===== src/rtl/seven_segment_capture.sv =====
// Readback monitor for a multiplexed 4-digit seven-segment display.
// Recovers MM:SS from the anode/segment lines and emits binary minutes/seconds.
module seven_segment_capture #(
    parameter int SETTLE_CYCLES  = 16,
    parameter int TIMEOUT_CYCLES = 1000000
) (
    input  logic       clock,
    input  logic       reset,
    input  logic [3:0] anode_signals,
    input  logic [6:0] display_out,
    output logic [6:0] minutes,
    output logic [6:0] seconds,
    output logic       frame_valid,
    output logic       decode_error,
    output logic       stale
);
    localparam int SW = $clog2(SETTLE_CYCLES) + 1;
    localparam int TW = $clog2(TIMEOUT_CYCLES) + 1;
    localparam logic [SW-1:0] SETTLE_LAST = SW'(SETTLE_CYCLES - 1);
    localparam logic [TW-1:0] TIMEOUT_MAX = TW'(TIMEOUT_CYCLES);

    logic [3:0]    anode_q, anode_prev_q;
    logic [6:0]    seg_q, seg_prev_q;
    logic [SW-1:0] settle_q, settle_d;
    logic          done_q, done_d;
    logic [3:0]    mask_q, mask_d;
    logic [3:0]    digit_q [4];
    logic [3:0]    digit_d [4];
    logic [6:0]    minutes_q, minutes_d, seconds_q, seconds_d;
    logic          frame_q, frame_d, err_q, err_d;
    logic [TW-1:0] tmo_q, tmo_d;

    logic       active, stable, accept, legal;
    logic [1:0] idx;
    logic [4:0] dec;

    // Returns {legal, bcd} for an active-low g..a pattern.
    function automatic logic [4:0] decode_seg(input logic [6:0] s);
        case (s)
            7'b1000000: return 5'b1_0000;
            7'b1111001: return 5'b1_0001;
            7'b0100100: return 5'b1_0010;
            7'b0110000: return 5'b1_0011;
            7'b0011001: return 5'b1_0100;
            7'b0010010: return 5'b1_0101;
            7'b0000010: return 5'b1_0110;
            7'b1111000: return 5'b1_0111;
            7'b0000000: return 5'b1_1000;
            7'b0010000: return 5'b1_1001;
            default:    return 5'b0_0000;
        endcase
    endfunction

    always_comb begin
        settle_d  = settle_q;
        done_d    = done_q;
        mask_d    = mask_q;
        digit_d   = digit_q;
        minutes_d = minutes_q;
        seconds_d = seconds_q;
        frame_d   = 1'b0;
        err_d     = 1'b0;
        tmo_d     = tmo_q;
        active    = 1'b1;
        idx       = 2'd0;

        case (anode_q)
            4'b1110: idx = 2'd0;
            4'b1101: idx = 2'd1;
            4'b1011: idx = 2'd2;
            4'b0111: idx = 2'd3;
            default: active = 1'b0;
        endcase

        stable = (anode_q == anode_prev_q) && (seg_q == seg_prev_q);
        dec    = decode_seg(seg_q);
        legal  = dec[4] && !(idx == 2'd1 && dec[3:0] > 4'd5);

        if (!active || !stable) begin
            settle_d = '0;
        end else if (settle_q != SETTLE_LAST) begin
            settle_d = settle_q + SW'(1);
        end

        // A new anode value opens a fresh acceptance window.
        if (!active || anode_q != anode_prev_q) begin
            done_d = 1'b0;
        end

        accept = active && stable && (settle_q == SETTLE_LAST) && !done_q;

        if (accept) begin
            done_d = 1'b1;
            if (legal) begin
                digit_d[idx] = dec[3:0];
                mask_d[idx]  = 1'b1;
                if (mask_d == 4'b1111) begin
                    frame_d   = 1'b1;
                    mask_d    = 4'b0000;
                    minutes_d = {3'b000, digit_d[3]} * 7'd10 + {3'b000, digit_d[2]};
                    seconds_d = {3'b000, digit_d[1]} * 7'd10 + {3'b000, digit_d[0]};
                end
            end else begin
                err_d       = 1'b1;
                mask_d[idx] = 1'b0;
            end
        end

        if (frame_d) begin
            tmo_d = '0;
        end else if (tmo_q != TIMEOUT_MAX) begin
            tmo_d = tmo_q + TW'(1);
        end
    end

    always_ff @(posedge clock) begin
        if (!reset) begin
            anode_q      <= '0;
            anode_prev_q <= '0;
            seg_q        <= '0;
            seg_prev_q   <= '0;
            settle_q     <= '0;
            done_q       <= 1'b0;
            mask_q       <= '0;
            digit_q      <= '{default: '0};
            minutes_q    <= '0;
            seconds_q    <= '0;
            frame_q      <= 1'b0;
            err_q        <= 1'b0;
            tmo_q        <= '0;
        end else begin
            anode_q      <= anode_signals;
            anode_prev_q <= anode_q;
            seg_q        <= display_out;
            seg_prev_q   <= seg_q;
            settle_q     <= settle_d;
            done_q       <= done_d;
            mask_q       <= mask_d;
            digit_q      <= digit_d;
            minutes_q    <= minutes_d;
            seconds_q    <= seconds_d;
            frame_q      <= frame_d;
            err_q        <= err_d;
            tmo_q        <= tmo_d;
        end
    end

    assign minutes      = minutes_q;
    assign seconds      = seconds_q;
    assign frame_valid  = frame_q;
    assign decode_error = err_q;
    assign stale        = (tmo_q == TIMEOUT_MAX);
endmodule

===== config.mk =====
export PLATFORM = sky130hd
export DESIGN_NAME = seven_segment_capture
export DESIGN_NICKNAME = d
export VERILOG_FILES = /design/src/rtl/seven_segment_capture.sv
export SDC_FILE = /design/constraint.sdc
export NUM_CORES = 1
export LEC_CHECK = 0
export CORE_ASPECT_RATIO = 1.75
export CORE_MARGIN = 5
export CORE_UTILIZATION = 59
export CTS_BUF_LIST = sky130_fd_sc_hd__clkbuf_16
export DETAILED_ROUTE_END_ITERATION = 10
export GPL_ROUTABILITY_DRIVEN = 0
export PLACE_DENSITY = 0.8
export SLEW_MARGIN = 10
export SYNTH_ARGS = -nofsm -noshare
export SYNTH_HDL_FRONTEND = slang
export SYNTH_SLANG_ARGS = --single-unit
export TNS_END_PERCENT = 30

===== constraint.sdc =====
create_clock -name clock -period 3.7 [get_ports clock]
set_input_delay 0.555 -clock clock [delete_from_list [all_inputs] [get_ports clock]]
set_output_delay 0.555 -clock clock [all_outputs]
set_load 0.005 [all_outputs]

==> flow_summary.html, run 1 <==
<table>
<tr><th>Metric</th><th>Value</th></tr>
<tr><th colspan="2">Clock network</th></tr>
<tr><td>Number of buffers inserted to repair setup after CTS</td><td>0</td></tr>
<tr><td>Clock transition at the registers of the reported paths</td><td>0.06 ns</td></tr>
<tr><td>Clk buf depth</td><td>2</td></tr>
<tr><td>Sink Count</td><td>85</td></tr>
<tr><td>Clock Root Buffer</td><td>clkbuf_16</td></tr>
<tr><td>Post-cts hold buffer count</td><td>0</td></tr>
<tr><td>H-tree level count</td><td>3</td></tr>
<tr><td>CTS tree</td><td>yes</td></tr>
<tr><td>Insertion delay of the later-clocked pin in the worst-skew pair</td><td>0.35 ns</td></tr>
<tr><td>CTS-repair resized insts</td><td>0</td></tr>
<tr><td>CTS buffer count</td><td>9</td></tr>
<tr><th colspan="2">Route</th></tr>
<tr><td>Total length of routed wires</td><td>9853 um</td></tr>
<tr><td>Post-DR vias/cell</td><td>5.957</td></tr>
<tr><td>Total iterations of the first detailed-routing run</td><td>4</td></tr>
<tr><td>Average routed wire per standard cell</td><td>16.48 um</td></tr>
<tr><td>Routed vias</td><td>3,562</td></tr>
<tr><td>DRC violation count after routing</td><td>0</td></tr>
<tr><td>Antenna-violating nets left</td><td>0</td></tr>
<tr><td>DRT iter0 DRCs</td><td>246</td></tr>
<tr><th colspan="2">Timing</th></tr>
<tr><td>Fin. Hold Viols</td><td>0</td></tr>
<tr><td>RSZ-0062 raised after global routing</td><td>false</td></tr>
<tr><td>Post-Route Setup TNS</td><td>0 ns</td></tr>
<tr><td>Largest clock skew in the final design</td><td>0.006738 ns</td></tr>
<tr><td>Fin. max-slew vios</td><td>0</td></tr>
<tr><td>Worst-margin pin slew</td><td>0.9004 ns</td></tr>
<tr><td>Number of setup violations in the final report</td><td>0</td></tr>
<tr><td>Fmax achieved</td><td>304.1 MHz</td></tr>
<tr><td>Minimum clock period</td><td>3.288 ns</td></tr>
<tr><td>Tightest slew margin relative to the limit</td><td>39.91%</td></tr>
<tr><td>Final worst-path cycle share</td><td>88.87%</td></tr>
<tr><th colspan="2">Synthesis</th></tr>
<tr><td>Number of synthesized flops with an enable pin</td><td>0</td></tr>
<tr><td>Gate count after technology mapping</td><td>489</td></tr>
<tr><td>Mean cell area of the mapped netlist</td><td>8.986 sq um</td></tr>
<tr><td>Top flip-flop cell by instance count after synthesis</td><td>dfxtp_1</td></tr>
<tr><td>Yosys synthesis warning count</td><td>0</td></tr>
<tr><td>Distinct cell type count of the synthesized netlist</td><td>53</td></tr>
<tr><td>Portion of the post-synthesis area used by sequential elements</td><td>38.72%</td></tr>
<tr><td>Net Count, Synth</td><td>521</td></tr>
<tr><td>Cell Area, Synth</td><td>0.004394 sq mm</td></tr>
<tr><td>Number of storage elements in the synthesis netlist</td><td>85</td></tr>
<tr><td>Fraction of registers with async set or reset after synthesis</td><td>0%</td></tr>
<tr><th colspan="2">Power and ir drop</th></tr>
<tr><td>Leak</td><td>1.983 nW</td></tr>
<tr><td>Overall Power</td><td>2.020 mW</td></tr>
<tr><td>P_int</td><td>1.568 mW</td></tr>
<tr><td>Cell area power density</td><td>402.6 mW/mm^2</td></tr>
<tr><td>Gate power share</td><td>5.8%</td></tr>
<tr><td>IR Drop Worst-Case VDD</td><td>0.4218 mV</td></tr>
<tr><td>Relative contribution of sequential cells to total power</td><td>47.1%</td></tr>
<tr><td>Switching power of the nets</td><td>452.5 uW</td></tr>
<tr><td>Share of power burned in the clock network</td><td>47.1%</td></tr>
<tr><td>Switching Share</td><td>22.40%</td></tr>
<tr><th colspan="2">Global routing</th></tr>
<tr><td>Initial antenna violation count</td><td>0</td></tr>
<tr><td>First-pass GRT wire length</td><td>16,650 um</td></tr>
<tr><td>Maximum number of pins on one net before global-route repair</td><td>41</td></tr>
<tr><td>All-Layer GR Usage</td><td>23.55%</td></tr>
<tr><td>Total congestion overflow after global routing</td><td>0</td></tr>
<tr><td>Via count of the first global-routing pass</td><td>3,592</td></tr>
<tr><th colspan="2">Die</th></tr>
<tr><td>Initial Util</td><td>60.75%</td></tr>
<tr><td># rows</td><td>41</td></tr>
<tr><td>Die Area</td><td>0.009342 sq mm</td></tr>
<tr><td>Die width</td><td>75.24 um</td></tr>
<tr><td>Vert. Die Dim</td><td>124.2 um</td></tr>
<tr><td>Core region area</td><td>0.007233 sq mm</td></tr>
<tr><td>Top-Level Pins</td><td>30</td></tr>
<tr><th colspan="2">Critical path</th></tr>
<tr><td>Kind of cell adding the most delay to the critical path</td><td>adder cells</td></tr>
<tr><td>Reg-to-reg slack, setup</td><td>0.41 ns</td></tr>
<tr><td>Biggest cell delay along the critical path</td><td>0.52 ns</td></tr>
<tr><td>Series of cell instances along the critical path</td><td>nand4bb_1, nand2b_1, o221ai_1, mux2i_1, inv_1, ha_1, ha_1, fa_1, nand2_1, nor2_1, xnor2_1, xnor2_1, a311oi_2</td></tr>
<tr><td>Endpoint kind of the worst setup timing path</td><td>register</td></tr>
<tr><td>Critical-path cell with the highest stage delay</td><td>fa_1</td></tr>
<tr><td>Max FO, Critical Path</td><td>8</td></tr>
<tr><td>Crit path launch type</td><td>register</td></tr>
<tr><td>Buffers and inverters on the worst path</td><td>1</td></tr>
<tr><td>Kind of critical path</td><td>reg -&gt; reg</td></tr>
<tr><td>Crit path required time</td><td>3.95 ns</td></tr>
<tr><td>Crit path DAT</td><td>3.54 ns</td></tr>
<tr><th colspan="2">Final layout</th></tr>
<tr><td>Final cell count without fillers</td><td>598</td></tr>
<tr><td>Summed area of non-filler cells in the final layout</td><td>0.005019 sq mm</td></tr>
<tr><td>Final Net Count</td><td>539</td></tr>
<tr><td>Final core area utilization</td><td>69.38%</td></tr>
<tr><td>Layout area overhead</td><td>14.21%</td></tr>
<tr><td>Number of antenna diodes</td><td>0</td></tr>
<tr><td>Fraction of final layout cells sized beyond drive strength 1</td><td>8.789%</td></tr>
<tr><th colspan="2">Run status</th></tr>
<tr><td>Run status</td><td>finished, final reports clean</td></tr>
<tr><th colspan="2">Worst hold path</th></tr>
<tr><td>Tightest Hold Check Type</td><td>reg -&gt; reg</td></tr>
<tr><th colspan="2">Placement</th></tr>
<tr><td>Placed wire-length estimate</td><td>7104 um</td></tr>
<tr><td>Number of buffers added on ports</td><td>29</td></tr>
<tr><td>Placed inst area</td><td>0.004703 sq mm</td></tr>
<tr><td>Number of placed instances with taps included</td><td>582</td></tr>
<tr><th colspan="2">Run</th></tr>
<tr><td>Max-capacitance violation count</td><td>0</td></tr>
</table>
-- final cells by class --
type,instances,area (sq um)
clock inverters,7,90.09
clock buffers,9,225.2
multi-input cells,359,2480
flip-flops and latches,85,1702
fillers,571,2215
repair buffers,39,365.4
well taps,86,107.6
inverters,13,48.80
-- worst reg2reg max path, stage by stage (launching register included) --
cell       delay [ns]
dfxtp_1          0.46
nand4bb_1        0.23
nand2b_1         0.15
o221ai_1         0.16
mux2i_1          0.33
inv_1            0.13
ha_1             0.31
ha_1             0.21
fa_1             0.52
nand2_1          0.07
nor2_1           0.12
xnor2_1          0.15
xnor2_1          0.10
a311oi_2         0.26
-- logic make-up (layout without fill, tap and decap cells) --
group | count (synthesis) | in the layout | share of synthesized area (%)
and+or+nand+nor | 185 | 185 | 22.29
AOI/OAI and AO/OA | 97 | 97 | 15.95
DFF | 85 | 85 | 38.72
buffers and inverters | 45 | 68 | 4.840
xor gates and xnor gates | 43 | 43 | 8.571
adders and majority gates | 19 | 19 | 6.093
muxes | 15 | 15 | 3.531
-- path summary, 6_finish.rpt --
check | from | endpoint | depth (start not counted)
min reg2reg | digit_q[13] | digit_q[13] | 2
max reg2reg | seg_q[1] | seconds[6] | 13
max | seg_q[1] | seconds[6] | 13
min | digit_q[13] | digit_q[13] | 2
-- layout by cell type (no fill, tap or decap), types with 18 or more instances in the layout --
cell type        instances
dfxtp_1                 85
nor2_1                  42
a21oi_1                 29
clkdlybuf4s50_1         29
nand2_1                 28
nand3_1                 26
xnor2_1                 25
and2_1                  21
xor2_1                  18
o21ai_0                 18
-- cell usage after synthesis, types with 10 or more instances --
| cell | number | area, sq um |
|---|---|---|
| and2_1 | 21 | 131.4 |
| nor3_1 | 15 | 75.07 |
| and3_1 | 13 | 81.33 |
| inv_1 | 13 | 48.80 |
| o21ai_0 | 18 | 90.09 |
| nor2b_1 | 10 | 62.56 |
| nor2_1 | 42 | 157.7 |
| dfxtp_1 | 85 | 1702 |
| buf_2 | 11 | 55.05 |
| xnor2_1 | 25 | 219.0 |
| nand2_1 | 28 | 105.1 |
| ha_1 | 15 | 187.7 |
| nand3_1 | 26 | 130.1 |
| xor2_1 | 18 | 157.7 |
| clkbuf_1 | 15 | 56.30 |
| mux2i_1 | 11 | 110.1 |
| a21oi_1 | 29 | 145.1 |
-- per-layer routing --
| metal | part of all wire (%) | track usage, % | up-vias | wire length (um) |
|---|---|---|---|---|
| li1 | - | - | 1750 | - |
| met5 | 0 | 0 | - | 0 |
| met1 | 37 | 24.58 | 1673 | 3601 |
| met2 | 53 | 39.79 | 93 | 5246 |
| met3 | 3.4 | 4.443 | 46 | 335 |
| met4 | 6.8 | 18.82 | 0 | 670 |
-- per-stage QoR --
step	hold slack (ns)	worst slack [ns]
final	0.4712	0.4119
after global routing	0.4890	0.09689
after CTS	0.4671	0.3619
after detailed placement	0.4586	0.3935
after global placement	0.4435	0.4481
after floorplan	0.4360	0.5769
-- state kept, by name, summed over array words and instances (netlist names), 4 cells and up --
signal / count
settle_q: 5
anode_q: 4
seg_prev_q: 7
tmo_q: 21
mask_q: 4
seg_q: 7
digit_q: 16
seconds: 7
minutes: 7
anode_prev_q: 4
-- power groups by stage --
stage	combinational, mW	sequential, mW	clock, mW
2_1_floorplan	0.0958	0.957	0
3_3_place_gp	0.114	0.971	0
3_5_place_dp	0.116	0.972	0
4_1_cts	0.117	0.952	0.961
5_1_grt	0.129	0.954	1.01
6_report	0.116	0.952	0.952
(Power assumes the default switching activity.)
==> run 2: changes to the inputs <==
- CORE_UTILIZATION: 59 -> 46
- PLACE_DENSITY: 0.8 -> not set
==> flow_summary.html, run 2 (synthesis results as in run 1) <==
<table>
<tr><th>Metric</th><th>Value</th></tr>
<tr><th colspan="2">Run status</th></tr>
<tr><td>Run status</td><td>finished, final reports clean</td></tr>
<tr><th colspan="2">Critical path</th></tr>
<tr><td>Max FO, Critical Path</td><td>10 (+2)</td></tr>
<tr><td>Buffers and inverters on the worst path</td><td>1 (unchanged)</td></tr>
<tr><td>Crit path required time</td><td>3.94 ns (about the same)</td></tr>
<tr><td>Kind of cell adding the most delay to the critical path</td><td>adder cells</td></tr>
<tr><td>Endpoint kind of the worst setup timing path</td><td>register</td></tr>
<tr><td>Critical-path cell with the highest stage delay</td><td>fa_1</td></tr>
<tr><td>Series of cell instances along the critical path</td><td>nor3_1, nand3_1, o221ai_2, mux2i_1, inv_1, ha_1, ha_1, fa_1, nand2_1, nor2_1, xnor2_1, xnor2_1, a311oi_2</td></tr>
<tr><td>Crit path launch type</td><td>register</td></tr>
<tr><td>Biggest cell delay along the critical path</td><td>0.52 ns (about the same)</td></tr>
<tr><td>Kind of critical path</td><td>reg -&gt; reg</td></tr>
<tr><td>Crit path DAT</td><td>3.60 ns (+0.06 ns)</td></tr>
<tr><th colspan="2">Route</th></tr>
<tr><td>Average routed wire per standard cell</td><td>15.99 um (-2.9%)</td></tr>
<tr><td>Total iterations of the first detailed-routing run</td><td>4 (unchanged)</td></tr>
<tr><td>Antenna-violating nets left</td><td>0 (unchanged)</td></tr>
<tr><td>DRC violation count after routing</td><td>0 (unchanged)</td></tr>
<tr><td>Total length of routed wires</td><td>10,140 um (+2.9%)</td></tr>
<tr><td>Routed vias</td><td>3,527 (-0.98%)</td></tr>
<tr><td>Post-DR vias/cell</td><td>5.563 (-6.6%)</td></tr>
<tr><td>DRT iter0 DRCs</td><td>191 (-22%)</td></tr>
<tr><th colspan="2">Power and ir drop</th></tr>
<tr><td>Relative contribution of sequential cells to total power</td><td>45.9% (-1.2 points)</td></tr>
<tr><td>Share of power burned in the clock network</td><td>48.3% (+1.2 points)</td></tr>
<tr><td>Gate power share</td><td>5.7% (about the same)</td></tr>
<tr><td>IR Drop Worst-Case VDD</td><td>0.2445 mV (-42%)</td></tr>
<tr><td>Switching Share</td><td>21.35% (-1.0 points)</td></tr>
<tr><td>Switching power of the nets</td><td>443.1 uW (-2.1%)</td></tr>
<tr><td>Leak</td><td>2.002 nW (+0.95%)</td></tr>
<tr><td>Cell area power density</td><td>408.0 mW/mm^2 (+1.4%)</td></tr>
<tr><td>P_int</td><td>1.632 mW (+4.1%)</td></tr>
<tr><td>Overall Power</td><td>2.075 mW (+2.7%)</td></tr>
<tr><th colspan="2">Timing</th></tr>
<tr><td>RSZ-0062 raised after global routing</td><td>false</td></tr>
<tr><td>Minimum clock period</td><td>3.356 ns (+0.06752 ns)</td></tr>
<tr><td>Largest clock skew in the final design</td><td>0.009387 ns (+0.002649 ns)</td></tr>
<tr><td>Fin. max-slew vios</td><td>0 (unchanged)</td></tr>
<tr><td>PnR worst setup slack</td><td>0.3444 ns (-0.06753 ns)</td></tr>
<tr><td>Fin. Hold Viols</td><td>0 (unchanged)</td></tr>
<tr><td>Post-Route Setup TNS</td><td>0 ns (unchanged)</td></tr>
<tr><td>Fmax achieved</td><td>298.0 MHz (-2.0%)</td></tr>
<tr><td>Number of setup violations in the final report</td><td>0 (unchanged)</td></tr>
<tr><td>Final worst-path cycle share</td><td>90.69% (+1.8 points)</td></tr>
<tr><td>Tightest slew margin relative to the limit</td><td>35.81% (-4.1 points)</td></tr>
<tr><td>Worst-margin pin slew</td><td>0.9618 ns (+0.06141 ns)</td></tr>
<tr><th colspan="2">Placement</th></tr>
<tr><td>Number of buffers added on ports</td><td>29 (unchanged)</td></tr>
<tr><td>Placed wire-length estimate</td><td>7197 um (+1.3%)</td></tr>
<tr><td>Pre-CTS setup slack</td><td>0.1185 ns (-0.2750 ns)</td></tr>
<tr><td>Number of placed instances with taps included</td><td>618 (+6.2%)</td></tr>
<tr><th colspan="2">Global routing</th></tr>
<tr><td>Via count of the first global-routing pass</td><td>3,576 (-0.45%)</td></tr>
<tr><td>First-pass GRT wire length</td><td>17,370 um (+4.3%)</td></tr>
<tr><td>Total congestion overflow after global routing</td><td>0 (unchanged)</td></tr>
<tr><td>All-Layer GR Usage</td><td>18.20% (-5.3 points)</td></tr>
<tr><td>Initial antenna violation count</td><td>0 (unchanged)</td></tr>
<tr><td>Maximum number of pins on one net before global-route repair</td><td>41 (unchanged)</td></tr>
<tr><th colspan="2">Worst hold path</th></tr>
<tr><td>Tightest Hold Check Type</td><td>reg -&gt; reg</td></tr>
<tr><th colspan="2">Die</th></tr>
<tr><td># rows</td><td>47 (+15%)</td></tr>
<tr><td>Die width</td><td>83.88 um (+11%)</td></tr>
<tr><td>Initial Util</td><td>46.70% (-14 points)</td></tr>
<tr><td>Vert. Die Dim</td><td>139.3 um (+12%)</td></tr>
<tr><td>Core region area</td><td>0.009409 sq mm (+30%)</td></tr>
<tr><td>Die Area</td><td>0.01168 sq mm (+25%)</td></tr>
<tr><td>Top-Level Pins</td><td>30 (unchanged)</td></tr>
<tr><th colspan="2">Final layout</th></tr>
<tr><td>Highest-count cells in the layout ignoring fill and taps</td><td>dfxtp_1 (85), nor2_1 (42), a21oi_1 (29), clkdlybuf4s50_1 (29), nand2_1 (28)</td></tr>
<tr><td>Final cell count without fillers</td><td>634 (+6.0%)</td></tr>
<tr><td>Flip-flop count of the largest register after layout</td><td>21 (unchanged)</td></tr>
<tr><td>Number of antenna diodes</td><td>0 (unchanged)</td></tr>
<tr><td>Registers with the most flip-flops</td><td>tmo_q x21, digit_q x16</td></tr>
<tr><td>Filler cell count in the final layout</td><td>898 (+57%)</td></tr>
<tr><td>Final Net Count</td><td>539 (unchanged)</td></tr>
<tr><td>Layout area overhead</td><td>15.75%</td></tr>
<tr><td>Most frequent standard cell in the layout excluding fill and tap cells</td><td>dfxtp_1</td></tr>
<tr><td>Fraction of final layout cells sized beyond drive strength 1</td><td>8.398% (-0.39 points)</td></tr>
<tr><td>Register name with the most flops</td><td>tmo_q</td></tr>
<tr><th colspan="2">Clock network</th></tr>
<tr><td>Clock transition at the registers of the reported paths</td><td>0.06 ns (about the same)</td></tr>
<tr><td>H-tree level count</td><td>3 (unchanged)</td></tr>
<tr><td>CTS-repair resized insts</td><td>0 (unchanged)</td></tr>
<tr><td>Clock Root Buffer</td><td>clkbuf_16</td></tr>
<tr><td>Sink Count</td><td>85 (unchanged)</td></tr>
<tr><td>Clk buf depth</td><td>2 (unchanged)</td></tr>
<tr><td>CTS buffer count</td><td>9 (unchanged)</td></tr>
<tr><td>CTS tree</td><td>yes</td></tr>
<tr><td>Number of buffers inserted to repair setup after CTS</td><td>0 (unchanged)</td></tr>
<tr><td>Insertion delay of the later-clocked pin in the worst-skew pair</td><td>0.34 ns (about the same)</td></tr>
<tr><td>Post-cts hold buffer count</td><td>0 (unchanged)</td></tr>
<tr><th colspan="2">Run</th></tr>
<tr><td>Max-capacitance violation count</td><td>0 (unchanged)</td></tr>
</table>
-- run 2: cell count changes in the layout (fill, tap and decap cells not counted), sizes merged --
cell / change
bufinv: +1
clkinv: -1
inv: +2
clkinvlp: -2
-- run 2: tightest hold or removal path: stages (launching register included) --
cell     delay (ns)
dfxtp_1        0.31
nand2_1        0.05
mux2i_1        0.06
-- run 2: worst paths after layout --
path               start          end  slack, ns  depth (start not counted)
max             seg_q[0]   seconds[6]       0.34                         13
min          digit_q[12]  digit_q[12]       0.46                          2
max reg2reg     seg_q[0]   seconds[6]       0.34                         13
min reg2reg  digit_q[12]  digit_q[12]       0.46                          2
-- run 2: layout make-up --
type	instances	area, sq um	area share [%]
clock buffers	9	225.2	4.428
clock inverters	7	106.4	2.091
inverters	13	48.80	0.9594
multi-input cells	359	2486	48.88
flip-flops and latches	85	1702	33.46
well taps	122	152.6	3.001
repair buffers	39	365.4	7.183
-- run 2: routing by layer --
| metal | up-vias | part of all wire (%) | global-route usage (%) |
|---|---|---|---|
| met5 | - | 0 | 0 |
| met4 | 0 | 2.7 | 7.712 |
| met3 | 20 | 2.6 | 3.666 |
| met2 | 52 | 55 | 33.91 |
| met1 | 1709 | 39 | 19.58 |
| li1 | 1746 | - | - |
-- run 2: stage by stage --
step / hold slack, ns / util (%) / area (sq um)
2_1_floorplan: 0.4360 / - / 4394
3_3_place_gp: 0.4467 / 50.47 / 4748
3_5_place_dp: 0.4565 / 50.47 / 4748
4_1_cts: 0.4661 / 53.99 / 5080
5_1_grt: 0.4957 / 54.06 / 5086
6_report: 0.4643 / 54.06 / 5086
-- run 2: power groups by stage --
stage                     registers (mW)  clock network, mW  logic, mW
after detailed placement           0.973                  0      0.119
final                              0.953               1.00      0.119
after global routing               0.956               1.07      0.131
after CTS                          0.953               1.03      0.120
after global placement             0.972                  0      0.118
after floorplan                    0.957                  0     0.0958
==> patch 1: new RTL, flow settings as in run 1 <==
`SETTLE_CYCLES`: 16 -> 8.
--- a/src/rtl/seven_segment_capture.sv
+++ b/src/rtl/seven_segment_capture.sv
@@ -1,7 +1,7 @@
 // Readback monitor for a multiplexed 4-digit seven-segment display.
 // Recovers MM:SS from the anode/segment lines and emits binary minutes/seconds.
 module seven_segment_capture #(
-    parameter int SETTLE_CYCLES  = 16,
+    parameter int SETTLE_CYCLES  = 8,
     parameter int TIMEOUT_CYCLES = 1000000
 ) (
     input  logic       clock,
Formal check against the unedited RTL: no difference found for any inputs over 10 cycles, from zero or initial values and one cycle with reset low; that may be too few to reach the edited logic, so the function may still have changed.
==> patch 1 against run 1 <==
- sequential cell count is 1 lower
- maximum frequency fell by 3.3%
- wire length is 7.8% lower
- critical endpoint is now minutes[6]$_SDFFE_PN0P_
- final cell count is 0.84% lower
- area after synthesis fell by 2.4%
- setup slack got worse by 0.11 ns
- power fell by 4.3%
- critical path type unchanged
- largest cell class unchanged
- final area down 2.0%
==> patch 1: results (changes against run 1) <==
Worst vdd ir: 0.0003235 V (was 0.0004218 V)
CP max-delay cell: fa_1 (unchanged)
Post-Synth XOR/XNOR Area: 0.08812 (was 0.08571)
Worst r2r dst: minutes[6]$_SDFFE_PN0P_ (was seconds[6]$_SDFFE_PN0P_)
Worst r2r path cells: 14 (was 13)
Synth Area in Compound Gates: 0.09425 (was 0.1595)
Worst Path Arrival: 3.67 ns (was 3.54 ns)
R2R Setup Slk: 0.30 ns (was 0.41 ns)
Netlist cell types: 51 (was 53)
Placed Cells: 578 (was 582)
Leak: 1.919 nW (was 1.983 nW)
Wirelength, routed: 9089 µm (was 9853 µm)
Met1 WL: 3532 µm (was 3601 µm)
Status: finished, final reports clean (unchanged)
Delay-heaviest family, CP: simple AND/OR/NAND/NOR gates (was adder cells)
Slew headroom: 0.5250 (was 0.3991)
Detailed-placement wirelength estimate: 6504 µm (was 7104 µm)
Met2 routed WL: 4873 µm (was 5246 µm)
Layout Nets: 535 (was 539)
Synth Instances: 481 (was 489)
Iter 0 DRT Violations: 239 (was 246)
First-pass GRT wire length: 15510 µm (was 16650 µm)
Placed Area: 4608 µm² (was 4703 µm²)
PwrDens: 393.4 nW/µm² (was 402.6 nW/µm²)
# fillers: 570 (was 571)
Routed length per instance: 15.33 µm (was 16.48 µm)
Mux cell area share after synthesis: 0.07470 (was 0.03531)
Commonest cells post-synth: dfxtp_1, nand2_1, nor2_1 (was dfxtp_1, nor2_1, a21oi_1)
Gr usage total: 0.2202 (was 0.2355)
Synth top area cells: dfxtp_1, mux2i_1, nand2_1, nor2_1, xnor2_1 (was dfxtp_1, xnor2_1, ha_1, nor2_1, xor2_1)
Vias in the first global route: 3401 (was 3592)
Worst Setup SP: seg_q[0]$_SDFF_PN0_ (was seg_q[1]$_SDFF_PN0_)
WL met3: 388 µm (was 335 µm)
Post_cts resized: 1 (was 0)
Post-synthesis adder-cell area fraction: 0.06245 (was 0.06093)
Setup Skew: 0.006451 ns (was 0.006738 ns)
Pre-CTS setup slack: -0.007625 ns (was 0.3935 ns)
Register area share after synthesis: 0.3922 (was 0.3872)
Worst path max stage delay: 0.56 ns (was 0.52 ns)
Largest net degree at the start of global routing: 56 (was 41)
Syn nets: 513 (was 521)
==> patch 1: changes by cell type after synthesis, sizes merged, moves of 6 or more <==
cell           run 1  this run
mux2i             11        32
nor3              15         9
a21oi             33        17
and3              13         4
nor2              42        53
a311oi             7         0
clkbuf            15         8
nand2             28        62
==> patch 1: final cells by class <==
cell class                      instances  area share
Clock buffer                            9     0.04581
Clock inverter                          6     0.01349
Inverter                               12    0.009163
Multi-Input combinational cell        360      0.4978
Sequential cell                        84      0.3431
Tap cell                               86     0.02189
Timing Repair Buffer                   36     0.06872
==> patch 1: worst max-delay path by stage <==
stage	end	slack [ns]	cells past startpoint
floorplan	seconds[6]$_SDFFE_PN0P_	0.33	14
global placement	minutes[6]$_SDFFE_PN0P_	0.13	13
detailed placement	minutes[6]$_SDFFE_PN0P_	-0.008	13
CTS	minutes[6]$_SDFFE_PN0P_	0.12	13
global route	minutes[6]$_SDFFE_PN0P_	0.05	13
finish	minutes[6]$_SDFFE_PN0P_	0.30	14
==> patch 1: tightest hold or removal path, cell delays in order, from the launching register on <==
cell and delay, ns:
dfxtp_1 0.31, nand2_1 0.05, mux2i_1 0.06
==> patch 1: kinds of logic (layout without fill, tap and decap cells) <==
kind of cell | count (synthesis) | in the layout
fa+ha+maj | 19 | 19
xor+xnor | 40 | 40
flops | 84 | 84
simple gates | 209 | 209
mux | 32 | 32
compound gates | 60 | 60
buf+inv | 37 | 63
==> patch 1: metal layers <==
layer | global-route usage | up-vias
met5 | 0 | -
met4 | 0.1036 | 0
met3 | 0.06557 | 22
met2 | 0.3827 | 81
met1 | 0.2377 | 1620
li1 | - | 1688
==> patch 1: power by group <==
part           internal (mW)  switching (mW)  leakage [nW]
logic                 0.0503          0.0608          1.10
registers              0.920          0.0230         0.683
clock network          0.518           0.362         0.134
==> patch 2: new RTL, settings of run 1 <==
Without the edit above. Register the output `minutes` once more, with the module's reset; this adds one clock of latency there. The other outputs are not delayed to match.
--- a/src/rtl/seven_segment_capture.sv
+++ b/src/rtl/seven_segment_capture.sv
@@ -145,7 +145,13 @@
         end
     end
 
-    assign minutes      = minutes_q;
+    always_ff @(posedge clock) begin
+        if (!reset) begin
+            minutes <= '0;
+        end else begin
+            minutes <= minutes_q;
+        end
+    end
     assign seconds      = seconds_q;
     assign frame_valid  = frame_q;
     assign decode_error = err_q;
Formal check against the unedited RTL: same outputs for any inputs over 10 cycles, from zero or initial values and one cycle with reset low; that may be too few to reach the edited logic, so the function may still have changed.
==> patch 2 against run 1 <==
- hold slack lost 0.033 ns
- count of clock-buffer cells in the layout unchanged
- sequential cell count is 7 higher
- power is 3.0% higher
- wire length decreased by 9.3%
- area after synthesis rose by 4.0%
- setup slack got worse by 0.080 ns
- combinational power shrank 5%
- final area grew 3.6%
- critical endpoint unchanged
- largest power group unchanged
==> patch 2: results (changes against run 1) <==
Detailed-placement wirelength estimate: 6550 µm (was 7104 µm)
Placed Cells: 591 (was 582)
Pre-CTS setup slack: 0.3391 ns (was 0.3935 ns)
GRT met3 Usage: 0.03262 (was 0.04443)
Status: finished, final reports clean (unchanged)
Seq area share: 0.3541 (was 0.3391)
Sequential cell count: 92 (was 85)
Gr usage total: 0.1940 (was 0.2355)
Hold endpoint: minutes[0]$_SDFF_PN0_ (was digit_q[13]$_SDFFE_PN0P_)
Worst-Margin Slew: 0.8726 ns (was 0.9004 ns)
Netlist cell types: 63 (was 53)
Avg Vias per Cell: 5.520 (was 5.957)
Delay-heaviest family, CP: simple AND/OR/NAND/NOR gates (was adder cells)
Met1 Usage GRT: 0.2075 (was 0.2458)
CP max-delay cell: or4_4 (was fa_1)
Multi-input gates: 357 (was 359)
Wirelength, routed: 8941 µm (was 9853 µm)
Leak: 2.113 nW (was 1.983 nW)
Setup Skew: 0.005811 ns (was 0.006738 ns)
Worst vdd ir: 0.0002874 V (was 0.0004218 V)
Commonest cells post-synth: dfxtp_1, nor2_1, nand2_1 (was dfxtp_1, nor2_1, a21oi_1)
Worst Path Arrival: 3.63 ns (was 3.54 ns)
Placed Area: 4896 µm² (was 4703 µm²)
Met2 routed WL: 4921 µm (was 5246 µm)
Synth top area cells: dfxtp_1, mux2i_1, nor2_1, xor2_1, ha_1 (was dfxtp_1, xnor2_1, ha_1, nor2_1, xor2_1)
Layout cells sized above 1: 0.08687 (was 0.08789)
Non-filler instance count after layout: 606 (was 598)
==> patch 2: cell count changes after synthesis, moves of 7 or more <==
cell / delta
a21oi_1: -14
dfxtp_1: +7
mux2i_1: +19
nand2_1: +18
nand3_1: -11
nor2_1: +16
nor3_1: -8
o21a_1: -7
==> patch 2: kinds of logic (layout without fill, tap and decap cells) <==
| group | Yosys count | count (layout) | share of synthesized area |
|---|---|---|---|
| AOI/OAI and AO/OA | 58 | 58 | 0.09146 |
| xor gates and xnor gates | 43 | 43 | 0.08844 |
| adders and majority gates | 19 | 19 | 0.05860 |
| buffers and inverters | 43 | 69 | 0.04682 |
| DFF | 92 | 92 | 0.4031 |
| muxes | 33 | 33 | 0.07311 |
| and+or+nand+nor | 204 | 204 | 0.2385 |
==> patch 2: where the power goes <==
group | internal [mW] | switching, mW | total [mW]
sequential | 1.00 | 0.0241 | 1.03
combinational | 0.0518 | 0.0579 | 0.110
clock | 0.582 | 0.360 | 0.943
